### config.mk
export PLATFORM = sky130hd
export DESIGN_NAME = fetch_ctrl
export DESIGN_NICKNAME = d
export VERILOG_FILES = /design/src/rtl/fetch_pkg.sv /design/src/rtl/fetch_ctrl_ras_stack.sv /design/src/rtl/fetch_ctrl.sv
export SDC_FILE = /design/constraint.sdc
export NUM_CORES = 1
export LEC_CHECK = 0
export ABC_AREA = 1
export CAP_MARGIN = 20
export CORE_MARGIN = 2
export CORE_UTILIZATION = 30
export CTS_CLUSTER_SIZE = 20
export DETAILED_ROUTE_END_ITERATION = 7
export SLEW_MARGIN = 20
export SYNTH_ARGS = -nofsm -noshare
export SYNTH_HDL_FRONTEND = slang
export SYNTH_SLANG_ARGS = --single-unit
### constraint.sdc
create_clock -name Clk -period 3.9 [get_ports Clk]
set_clock_uncertainty 0.15 [all_clocks]
set_input_delay 1.17 -clock Clk [delete_from_list [all_inputs] [get_ports Clk]]
set_output_delay 1.17 -clock Clk [all_outputs]
set_load 0.02 [all_outputs]
### src/rtl/fetch_pkg.sv
// Shared types and default parameters for the instruction fetch controller.
// Optional relative branches are enabled by defining FETCH_REL_BRANCH_EN.
package fetch_pkg;

    localparam int DEF_T = 10;  // program-counter width
    localparam int DEF_W = 8;   // jump-target width
    localparam int DEF_D = 4;   // return-address-stack depth

    typedef enum logic [2:0] {
        BR_NONE   = 3'd0,
        BR_EZ     = 3'd1,
        BR_NZ     = 3'd2,
        BR_ALW    = 3'd3,
        BR_CALL   = 3'd4,
        BR_RET    = 3'd5,
        BR_REL_EZ = 3'd6,
        BR_REL_NZ = 3'd7
    } br_op_t;

    typedef enum logic {
        RUNNING = 1'b0,
        HALTED  = 1'b1
    } run_state_t;

endpackage

### src/rtl/fetch_ctrl_ras_stack.sv
// Circular return-address stack: a push when full overwrites the oldest entry,
// a pop when empty only raises the sticky underflow flag.
module ras_stack
    import fetch_pkg::*;
#(
    parameter int T = DEF_T,
    parameter int D = DEF_D
) (
    input  logic                     Clk,
    input  logic                     Reset,
    input  logic                     push,
    input  logic                     pop,
    input  logic [T-1:0]             push_data,
    output logic [T-1:0]             top,
    output logic [$clog2(D+1)-1:0]   depth,
    output logic                     ovf,
    output logic                     unf
);

    localparam int PW = $clog2(D);
    localparam int DW = $clog2(D+1);

    logic [PW-1:0] wr_ptr;
    logic [PW-1:0] rd_ptr;
    logic [T-1:0]  mem [D];
    logic          full;
    logic          empty;

    // Explicit compare-and-wrap keeps non-power-of-two depths correct.
    function automatic logic [PW-1:0] wrap_inc(input logic [PW-1:0] p);
        return (p == PW'(D-1)) ? '0 : p + 1'b1;
    endfunction

    function automatic logic [PW-1:0] wrap_dec(input logic [PW-1:0] p);
        return (p == '0) ? PW'(D-1) : p - 1'b1;
    endfunction

    assign rd_ptr = wrap_dec(wr_ptr);
    assign top    = mem[rd_ptr];
    assign full   = (depth == DW'(D));
    assign empty  = (depth == '0);

    always_ff @(posedge Clk) begin
        if (Reset) begin
            wr_ptr <= '0;
            depth  <= '0;
            ovf    <= 1'b0;
            unf    <= 1'b0;
        end else if (push) begin
            wr_ptr <= wrap_inc(wr_ptr);
            if (full) ovf <= 1'b1;
            else      depth <= depth + 1'b1;
        end else if (pop) begin
            if (empty) begin
                unf <= 1'b1;
            end else begin
                wr_ptr <= rd_ptr;
                depth  <= depth - 1'b1;
            end
        end
    end

    // NOTE: storage is deliberately not reset; entries are only read while depth > 0.
    always_ff @(posedge Clk) begin
        if (push) mem[wr_ptr] <= push_data;
    end

endmodule

### src/rtl/fetch_ctrl.sv
// Program-counter sequencer with conditional/absolute branches, call/return
// stack and halt. Relative branches exist only with FETCH_REL_BRANCH_EN defined.
module fetch_ctrl
    import fetch_pkg::*;
#(
    parameter int T = DEF_T,
    parameter int W = DEF_W,
    parameter int D = DEF_D
) (
    input  logic                     Clk,
    input  logic                     Reset,
    input  logic                     Stall,
    input  logic                     Done,
    input  logic [2:0]               BrOp,
    input  logic                     Zero,
    input  logic [W-1:0]             Target,
    output logic [T-1:0]             ProgCtr,
    output logic [T-1:0]             ProgCtr_p1,
    output logic [$clog2(D+1)-1:0]   RasDepth,
    output logic                     RasOvf,
    output logic                     RasUnf,
    output logic                     Halted
);

    // Absolute jumps replace only the low W bits of the PC.
    localparam logic [T-1:0] LOW_MASK = {T{1'b1}} >> (T - W);

    br_op_t     op;
    run_state_t state;
    run_state_t state_next;
    logic [T-1:0] pc;
    logic [T-1:0] pc_next;
    logic [T-1:0] abs_target;
    logic [T-1:0] ras_top;
    logic         push;
    logic         pop;
    logic         go_halt;

    assign op         = br_op_t'(BrOp);
    assign ProgCtr    = pc;
    assign ProgCtr_p1 = pc + 1'b1;
    assign abs_target = (pc & ~LOW_MASK) | T'(Target);

`ifdef FETCH_REL_BRANCH_EN
    logic [T-1:0] rel_target;
    assign rel_target = pc + T'($signed(Target));
`endif

    // Datapath decode: the sequential default is overridden by any redirect,
    // which is how a taken branch wins over Done.
    always_comb begin
        // NOTE: blocking assignments with defaults first keep this purely combinational.
        pc_next = pc;
        push    = 1'b0;
        pop     = 1'b0;
        go_halt = 1'b0;
        if (!Stall && state == RUNNING) begin
            if (Done) go_halt = 1'b1;
            else      pc_next = ProgCtr_p1;
            case (op)
                BR_ALW: begin
                    pc_next = abs_target;
                    go_halt = 1'b0;
                end
                BR_EZ: if (Zero) begin
                    pc_next = abs_target;
                    go_halt = 1'b0;
                end
                BR_NZ: if (!Zero) begin
                    pc_next = abs_target;
                    go_halt = 1'b0;
                end
                BR_CALL: begin
                    pc_next = abs_target;
                    go_halt = 1'b0;
                    push    = 1'b1;
                end
                BR_RET: begin
                    pop = 1'b1;
                    if (RasDepth != '0) begin
                        pc_next = ras_top;
                        go_halt = 1'b0;
                    end
                end
`ifdef FETCH_REL_BRANCH_EN
                BR_REL_EZ: if (Zero) begin
                    pc_next = rel_target;
                    go_halt = 1'b0;
                end
                BR_REL_NZ: if (!Zero) begin
                    pc_next = rel_target;
                    go_halt = 1'b0;
                end
`endif
                default: ;
            endcase
        end
    end

    // NOTE: sequential state uses non-blocking assignments only.
    always_ff @(posedge Clk) begin
        if (Reset) pc <= '0;
        else       pc <= pc_next;
    end

    always_ff @(posedge Clk) begin
        if (Reset) state <= RUNNING;
        else       state <= state_next;
    end

    always_comb begin
        state_next = state;
        if (state == RUNNING && go_halt) state_next = HALTED;
    end

    always_comb begin
        Halted = (state == HALTED);
    end

    ras_stack #(
        .T (T),
        .D (D)
    ) u_ras (
        .Clk       (Clk),
        .Reset     (Reset),
        .push      (push),
        .pop       (pop),
        .push_data (ProgCtr_p1),
        .top       (ras_top),
        .depth     (RasDepth),
        .ovf       (RasOvf),
        .unf       (RasUnf)
    );

endmodule

==> results of run 1 <==
-- power by group through the flow --
stage	clock network [uW]	registers, uW	logic (uW)
6_report	630	698	244
3_3_place_gp	0	710	243
4_1_cts	645	697	247
5_1_grt	666	700	270
3_5_place_dp	0	711	246
2_1_floorplan	0	723	128
-- final cells by class --
cell class	instances	area share
clock inverters	4	0.0199
repair buffers	48	0.121
multi-input cells	266	0.332
flip-flops and latches	58	0.407
clock buffers	12	0.0379
inverters	39	0.0382
well taps	133	0.0434
-- worst paths after layout --
| kind | startpoint | endpoint | slack (ns) | cells after the start |
|---|---|---|---|---|
| setup / recovery | ProgCtr[3] | ProgCtr_p1[7] | 0.31 | 5 |
| hold / removal | Halted | Halted | 0.33 | 2 |
| setup reg to reg | u_ras.wr_ptr[0] | ProgCtr[2] | 1.66 | 10 |
| hold reg to reg | Halted | Halted | 0.33 | 2 |
-- flip-flops by register name (all words and copies together) (netlist names) --
register and cells:
ProgCtr 10, u_ras.wr_ptr 2, u_ras.depth 3, u_ras.mem 40, Halted 1, u_ras.unf 1, u_ras.ovf 1
-- cells by family after synthesis --
family / after synthesis / share of synthesized area
and+or+nand+nor: 208 / 0.297
DFF: 58 / 0.517
AOI/OAI and AO/OA: 49 / 0.0886
buffers and inverters: 48 / 0.0617
adders and majority gates: 6 / 0.0273
xor gates and xnor gates: 3 / 0.00870
-- critical path: stages (launching register included) --
cell and delay (ns):
dfxtp_1 0.44, nand2_1 0.15, nor3_1 0.27, nand2_1 0.11, xor2_1 0.29, clkdlybuf4s50_1 0.67
-- cells in the final DEF (no fill, tap or decap) --
cell             netlist  routed
a21boi_0               1       1
clkdlybuf4s50_1        0      41
nand3b_2               1       1
xnor2_1                1       1
clkbuf_1               6       2
dfxtp_1               18      18
clkinv_1               1       1
nand2_4                2       2
nand3_1               31      31
nand4_1                4       4
ha_1                   5       5
a21oi_2                1       1
xor2_1                 2       2
fa_1                   1       1
clkinvlp_4             0       1
edfxtp_1              40      40
clkbuf_8               0      10
inv_1                 38      38
nor2_2                 4       4
a22oi_1                1       1
or2_2                  2       2
nor3_1                 1       1
a21oi_4                1       1
nand3_2                1       1
nor2_1                44      44
buf_4                  1       7
o21ai_0               21      21
nand4_4                1       1
o21bai_1               1       1
a21oi_1               23      23
clkinv_4               0       1
bufinv_16              0       2
nand2_1              115     115
and2_1                 2       2
-- layer usage --
metal / wire length, um / vias up / GRT usage
met2: 3640 / 56 / 0.238
met5: 0 / - / 0
li1: - / 1313 / -
met4: 78 / 0 / 0.0492
met1: 3570 / 1165 / 0.186
met3: 330 / 6 / 0.0451
-- per-stage QoR --
step           instances   util  area (um2)  total power, uW  worst slack [ns]
6_report             560  0.392        3830             1570             0.312
5_1_grt              560  0.392        3830             1640            0.0848
4_1_cts              560  0.392        3830             1590             0.286
3_5_place_dp         544  0.369        3610              956             0.665
3_3_place_gp         544  0.369        3610              954             0.708
2_1_floorplan        372      -        3020              851              1.13
==> metrics.yaml, run 1 <==
grt_max_degree: 22
dr_total_vias: 2540
worstPathRequired_ns: 2.58
multi_input_area_um2: 1270
via_per_inst: 4.54
grt_pass1_wl_mm: 12.4
slew_headroom: 0.488
ys_ff_latch: 58
min_period_over_period: 0.920
intPower_uw: 1160
yosys-top-cells-area: "edfxtp_1 40%, nand2_1 14%, dfxtp_1 12%"
hp-class: "reg2reg"
dr.pass1.iters: 4
fillers: 1008
drv_slew: 0
cts_buffer_depth: 2
postCtsSetupBuffers: 0
syn_area_per_cell_um2: 8.12
placement_rows: 36
p_sw_frac: 0.264
power_frac_comb: 0.155
rsz0062_at_grt: "false"
synth_top_cell_by_area: "edfxtp_1"
cts.sinks: 58
die_area_um2: 10900
tightest_slew_ns: 0.768
period_minus_slack_ns: 3.59
cts_root_buffer: "clkbuf_8"
place_congestion: 0.815
critPathMaxFanout: 7
hold_viol_final: 0
seqPwrFrac: 0.444
setup_violations: 0
cp-end-kind: "primary output"
max_freq_mhz: 279
syn_nets: 394
grt_overflow: 0
ys_seq_area_frac: 0.517
drt_wl_total_mm: 7.62
fin_nets: 444
yosysMostFrequentCell: "nand2_1"
leakage_uw: 0.00153
cts_hold_buf: 0
numPortBuffers: 41
post-route-drc-count: 0
holdWs_ns: 0.334
core_area_um2: 9770
critPathKind: "reg2out"
ir_drop_mv: 0.209
synth_cell_types: 30
p_switching_uw: 416
synth_edf_count: 40
drt-wirelength-per-cell_um: 13.6
grt_pass1_vias: 2430
arrival_ns: 2.27
synthCells: 372
synth_top_area_frac: 0.398
drt-initial-drc-count: 179
antenna_found_initial: 0
p_per_area_nw_per_um2: 410
floorplan.initialDensity: 0.309
pwr-share-clk: 0.401
dp_hpwl_mm: 5.13
cts_tree: "yes"
path_clk_slew_ns: 0.06
final_antenna_net_count: 0
syn_area_um2: 3020
cts.repair.resized: 0
final-seq-area_um2: 1560
start_kind: "register"
yosys-top-cells-count: "115 x nand2_1, 44 x nor2_1, 40 x edfxtp_1, 38 x inv_1, 31 x nand3_1"
n_antenna_cell: 0
areaGrowthSynthToFinish_pct: 26.8
synth_warnings: 0
die_w_um: 104
cap_violations: 0
clkLatencyLatePin_ns: 0.35
cts_buffers: 9
status: "completed"
layout-drive-gt1-share: 0.0796
htree_num_levels: 3
ios: 42
grt_usage: 0.147
setup-tns-final_ns: 0
async_flop_share: 0
synth-main-ff-cell: "edfxtp_1"
fp.dieH_um: 104
Power figures use the tool's default switching activity.
==> inputs of run 2 (changes only) <==
Settings changed: CELL_PAD_IN_SITES_DETAIL_PLACEMENT set to 1, CELL_PAD_IN_SITES_GLOBAL_PLACEMENT set to 2, PLACE_DENSITY_LB_ADDON set to 0.1.
==> run 2 against run 1 <==
Core utilization barely moved. Worst setup slack got worse by 0.040 ns. Hold slack got worse by 0.0051 ns. Critical path type unchanged. Flip-flop and latch count did not move.
==> metrics.yaml, run 2 (synthesis gave the netlist of run 1 again) <==
path_cells: "nand2_1, nor3_1, nand2_1, xor2_1, clkdlybuf4s50_1"
arrival_ns: 2.31
largest_register: "u_ras.mem"
rsz0062_at_grt: "false"
floorplan.initialDensity: 0.309
ir_drop_mv: 0.155
die_w_um: 104
fin_nets: 444
post-route-drc-count: 0
dp_hpwl_mm: 6.21
cpPeakStageDelay_ns: 0.68
core_area_um2: 9770
largest_reg_flops: 40
hold_viol_final: 0
mostFrequentLayoutCell: "nand2_1"
postCtsSetupBuffers: 0
n_antenna_cell: 0
cpMostUsedCell: "nand2_1"
hp-class: "reg2reg"
htree_num_levels: 3
slowest_stage: "clkdlybuf4s50_1"
cts_buffer_depth: 2
tightest_slew_ns: 0.799
cp-end-kind: "primary output"
drt-wirelength-per-cell_um: 15.8
numPortBuffers: 41
cts_hold_buf: 0
dr.pass1.iters: 4
cts_tree: "yes"
min_period_over_period: 0.930
slew_headroom: 0.467
cp.depth: 5
cts.repair.resized: 0
layout.cells.non_filler: 560
period_minus_slack_ns: 3.63
place_inst: 544
status: "completed"
reg2reg_slack_ns: 1.53
grt_pass1_wl_mm: 14.3
placement_rows: 36
setup-tns-final_ns: 0
cap_violations: 0
rr_worst_depth: 10
grt_max_degree: 22
holdWs_ns: 0.329
max_freq_mhz: 276
cts_root_buffer: "clkbuf_8"
leakage_uw: 0.00153
worstPathRequired_ns: 2.58
ios: 42
drt-initial-drc-count: 45
grt_pass1_vias: 2657
antenna_found_initial: 0
place_congestion: 0.714
areaGrowthSynthToFinish_pct: 26.7
cts_buffers: 9
hold_path_depth: 2
mostFrequentLayoutCells: "115 x nand2_1, 44 x nor2_1, 41 x clkdlybuf4s50_1, 40 x edfxtp_1, 38 x inv_1"
via_per_inst: 4.61
cp_top_family: "buffers and inverters"
path_clk_slew_ns: 0.07
critPathMaxFanout: 7
clkLatencyLatePin_ns: 0.33
final_antenna_net_count: 0
drv_slew: 0
setup_violations: 0
dr_total_vias: 2581
drt_wl_total_mm: 8.82
layout-drive-gt1-share: 0.0843
path_buf_inv: 1
grt_usage: 0.170
grt_overflow: 0
die_area_um2: 10900
start_kind: "register"
p_per_area_nw_per_um2: 409
critPathKind: "reg2out"
fp.dieH_um: 104
cts.sinks: 58
-- run 2: changes by cell type in the layout (fill, tap and decap cells not counted), sizes merged --
cell / delta
clkinv: +2
clkinvlp: +1
clkbuf: -3
-- run 2: worst paths after layout --
kind | start | end
min | u_ras.ovf | u_ras.ovf
max | ProgCtr[3] | ProgCtr_p1[7]
min reg2reg | u_ras.ovf | u_ras.ovf
max reg2reg | u_ras.wr_ptr[0] | ProgCtr[2]
-- run 2: cell type report --
| type | count | area [um2] |
|---|---|---|
| flip-flops and latches | 58 | 1560 |
| clock buffers | 9 | 124 |
| repair buffers | 48 | 463 |
| fillers | 1201 | 5950 |
| clock inverters | 7 | 93.8 |
| inverters | 39 | 146 |
| multi-input cells | 266 | 1270 |
| well taps | 133 | 166 |
-- run 2: tightest hold or removal path, stage by stage (launching register included) --
cell and delay [ns]:
dfxtp_1 0.33, nor2_1 0.05, nor2_1 0.07
-- run 2: report_power, final --
| part | switching (uW) | leakage [uW] | internal [uW] |
|---|---|---|---|
| combinational | 153 | 0.000918 | 97.1 |
| clock | 259 | 0.000105 | 358 |
| sequential | 17.8 | 0.000509 | 680 |
-- run 2: metal layers --
metal | GRT usage | vias to the layer above | share of wire
met5 | 0 | - | 0
met4 | 0.0502 | 0 | 0.0074
met3 | 0.0301 | 6 | 0.023
met2 | 0.268 | 29 | 0.46
met1 | 0.236 | 1238 | 0.51
li1 | - | 1308 | -
-- run 2: through the flow --
step	power (uW)	setup WS, ns	utilization	area (um2)
after global routing	1640	0.0920	0.392	3830
after global placement	962	0.653	0.369	3610
after detailed placement	966	0.606	0.369	3610
final	1570	0.272	0.392	3830
after CTS	1590	0.237	0.392	3830
after floorplan	851	1.13	-	3020
==> inputs of run 3 (changes only) <==
Settings changed: CAP_MARGIN 20 to not set, CORE_UTILIZATION 30 to 35, PLACE_DENSITY set to 0.94, PLACE_DENSITY_LB_ADDON 0.1 to not set.
==> run 3 against run 2 <==
Via count rose by 2.8%. Register-to-register slack worse by 0.16 ns. Die area fell by 14%. Cell area is 2.8% lower. Maximum frequency decreased by 1.3%. Worst setup slack worse by 0.048 ns. Critical path depth unchanged. Clock power decreased by 25%. Sequential power barely moved. Critical endpoint unchanged. Largest cell class unchanged.
==> metrics.yaml, run 3 (synthesis gave the netlist of run 1 again) <==
status: "completed"
max_freq_mhz: 272
slew_headroom: 0.498
arrival_ns: 2.36
grt_pass1_wl_mm: 14.1
htree_num_levels: 3
fillers: 992
worstPathRequired_ns: 2.58
n_antenna_cell: 0
postCtsSetupBuffers: 0
utilization: 0.448
die_w_um: 96.9
via_per_inst: 5.01
mostFrequentLayoutCell: "nand2_1"
largest_reg_flops: 40
rsz0062_at_grt: "false"
ios: 42
final_antenna_net_count: 0
grt_pass1_vias: 2808
setup_violations: 0
cts_root_buffer: "clkbuf_8"
cts_buffers: 9
p_per_area_nw_per_um2: 379
cts_tree: "yes"
antenna_found_initial: 0
grt_usage: 0.192
placement_rows: 33
dpl-instance-area_um2: 3560
floorplan.initialDensity: 0.364
layout-drive-gt1-share: 0.0729
drt_wl_total_mm: 8.67
clkLatencyLatePin_ns: 0.34
cap_violations: 0
place_congestion: 0.777
grt_max_degree: 21
cp-end-kind: "primary output"
ir_drop_mv: 0.154
drt-wirelength-per-cell_um: 16.4
cts.sinks: 58
dr.pass1.iters: 4
die_area_um2: 9390
drv_slew: 0
leakage_uw: 0.00149
min_period_over_period: 0.943
critPathMaxFanout: 6
dr_total_vias: 2654
mostFrequentLayoutCells: "115 x nand2_1, 44 x nor2_1, 41 x clkdlybuf4s50_1, 40 x edfxtp_1, 38 x inv_1"
cts_hold_buf: 0
areaGrowthSynthToFinish_pct: 23.1
critPathKind: "reg2out"
tightest_slew_ns: 0.752
hp-class: "reg2reg"
fin_nets: 442
drt-initial-drc-count: 85
dp_hpwl_mm: 6.22
cts_buffer_depth: 2
setup-tns-final_ns: 0
hold_viol_final: 0
start_kind: "register"
cts.repair.resized: 0
largest_register: "u_ras.mem"
fp.dieH_um: 96.9
numPortBuffers: 41
post-route-drc-count: 0
finalInstanceArea_um2: 3720
period_minus_slack_ns: 3.68
core_area_um2: 8300
grt_overflow: 0
path_clk_slew_ns: 0.07
[run 3: changes by cell type in the layout (fill, tap and decap cells not counted), sizes merged]
cell / delta
bufinv: -2
buf: -2
clkinv: +2
[run 3: worst max-delay path: stages (launching register included)]
cell and delay, ns:
dfxtp_1 0.50, nand3_1 0.21, inv_1 0.16, nand2_1 0.08
xor2_1 0.38, clkdlybuf4s50_1 0.69
[run 3: metal layers]
layer  track usage  vias up  share of wire
met2         0.323       42           0.48
met4        0.0596        0          0.016
met1         0.252     1287           0.47
met3        0.0340       13          0.029
li1              -     1312              -
met5             0        -              0
[run 3: power by group]
| part | internal [uW] | leakage (uW) | total [uW] | switching, uW |
|---|---|---|---|---|
| clock network | 221 | 0.0000775 | 465 | 244 |
| logic | 95.7 | 0.000908 | 246 | 151 |
| registers | 681 | 0.000509 | 700 | 19.2 |
[run 3: worst paths after layout]
| path | depth (start not counted) | slack [ns] | end | startpoint |
|---|---|---|---|---|
| worst max-delay path | 5 | 0.22 | ProgCtr_p1[7] | ProgCtr[0] |
| worst min-delay path | 2 | 0.34 | u_ras.ovf | u_ras.ovf |
| worst max register to register | 8 | 1.37 | ProgCtr[9] | u_ras.wr_ptr[0] |
| worst min register to register | 2 | 0.34 | u_ras.ovf | u_ras.ovf |
[run 3: area by class of cell]
cell class / instances / area, um2 / area share
Clock buffer: 9 / 124 / 0.0333
Clock inverter: 7 / 36.3 / 0.00975
Inverter: 39 / 146 / 0.0393
Multi-Input combinational cell: 266 / 1270 / 0.342
Sequential cell: 58 / 1560 / 0.420
Tap cell: 105 / 131 / 0.0353
Timing Repair Buffer: 46 / 448 / 0.120
[run 3: metrics by stage]
stage	hold slack [ns]	setup slack (ns)	total power, uW	std cells
after floorplan	0.392	1.13	851	372
after global placement	0.297	0.676	953	514
after detailed placement	0.328	0.568	961	514
after CTS	0.344	0.199	1420	530
after global routing	0.383	0.00411	1470	530
final	0.337	0.224	1410	530
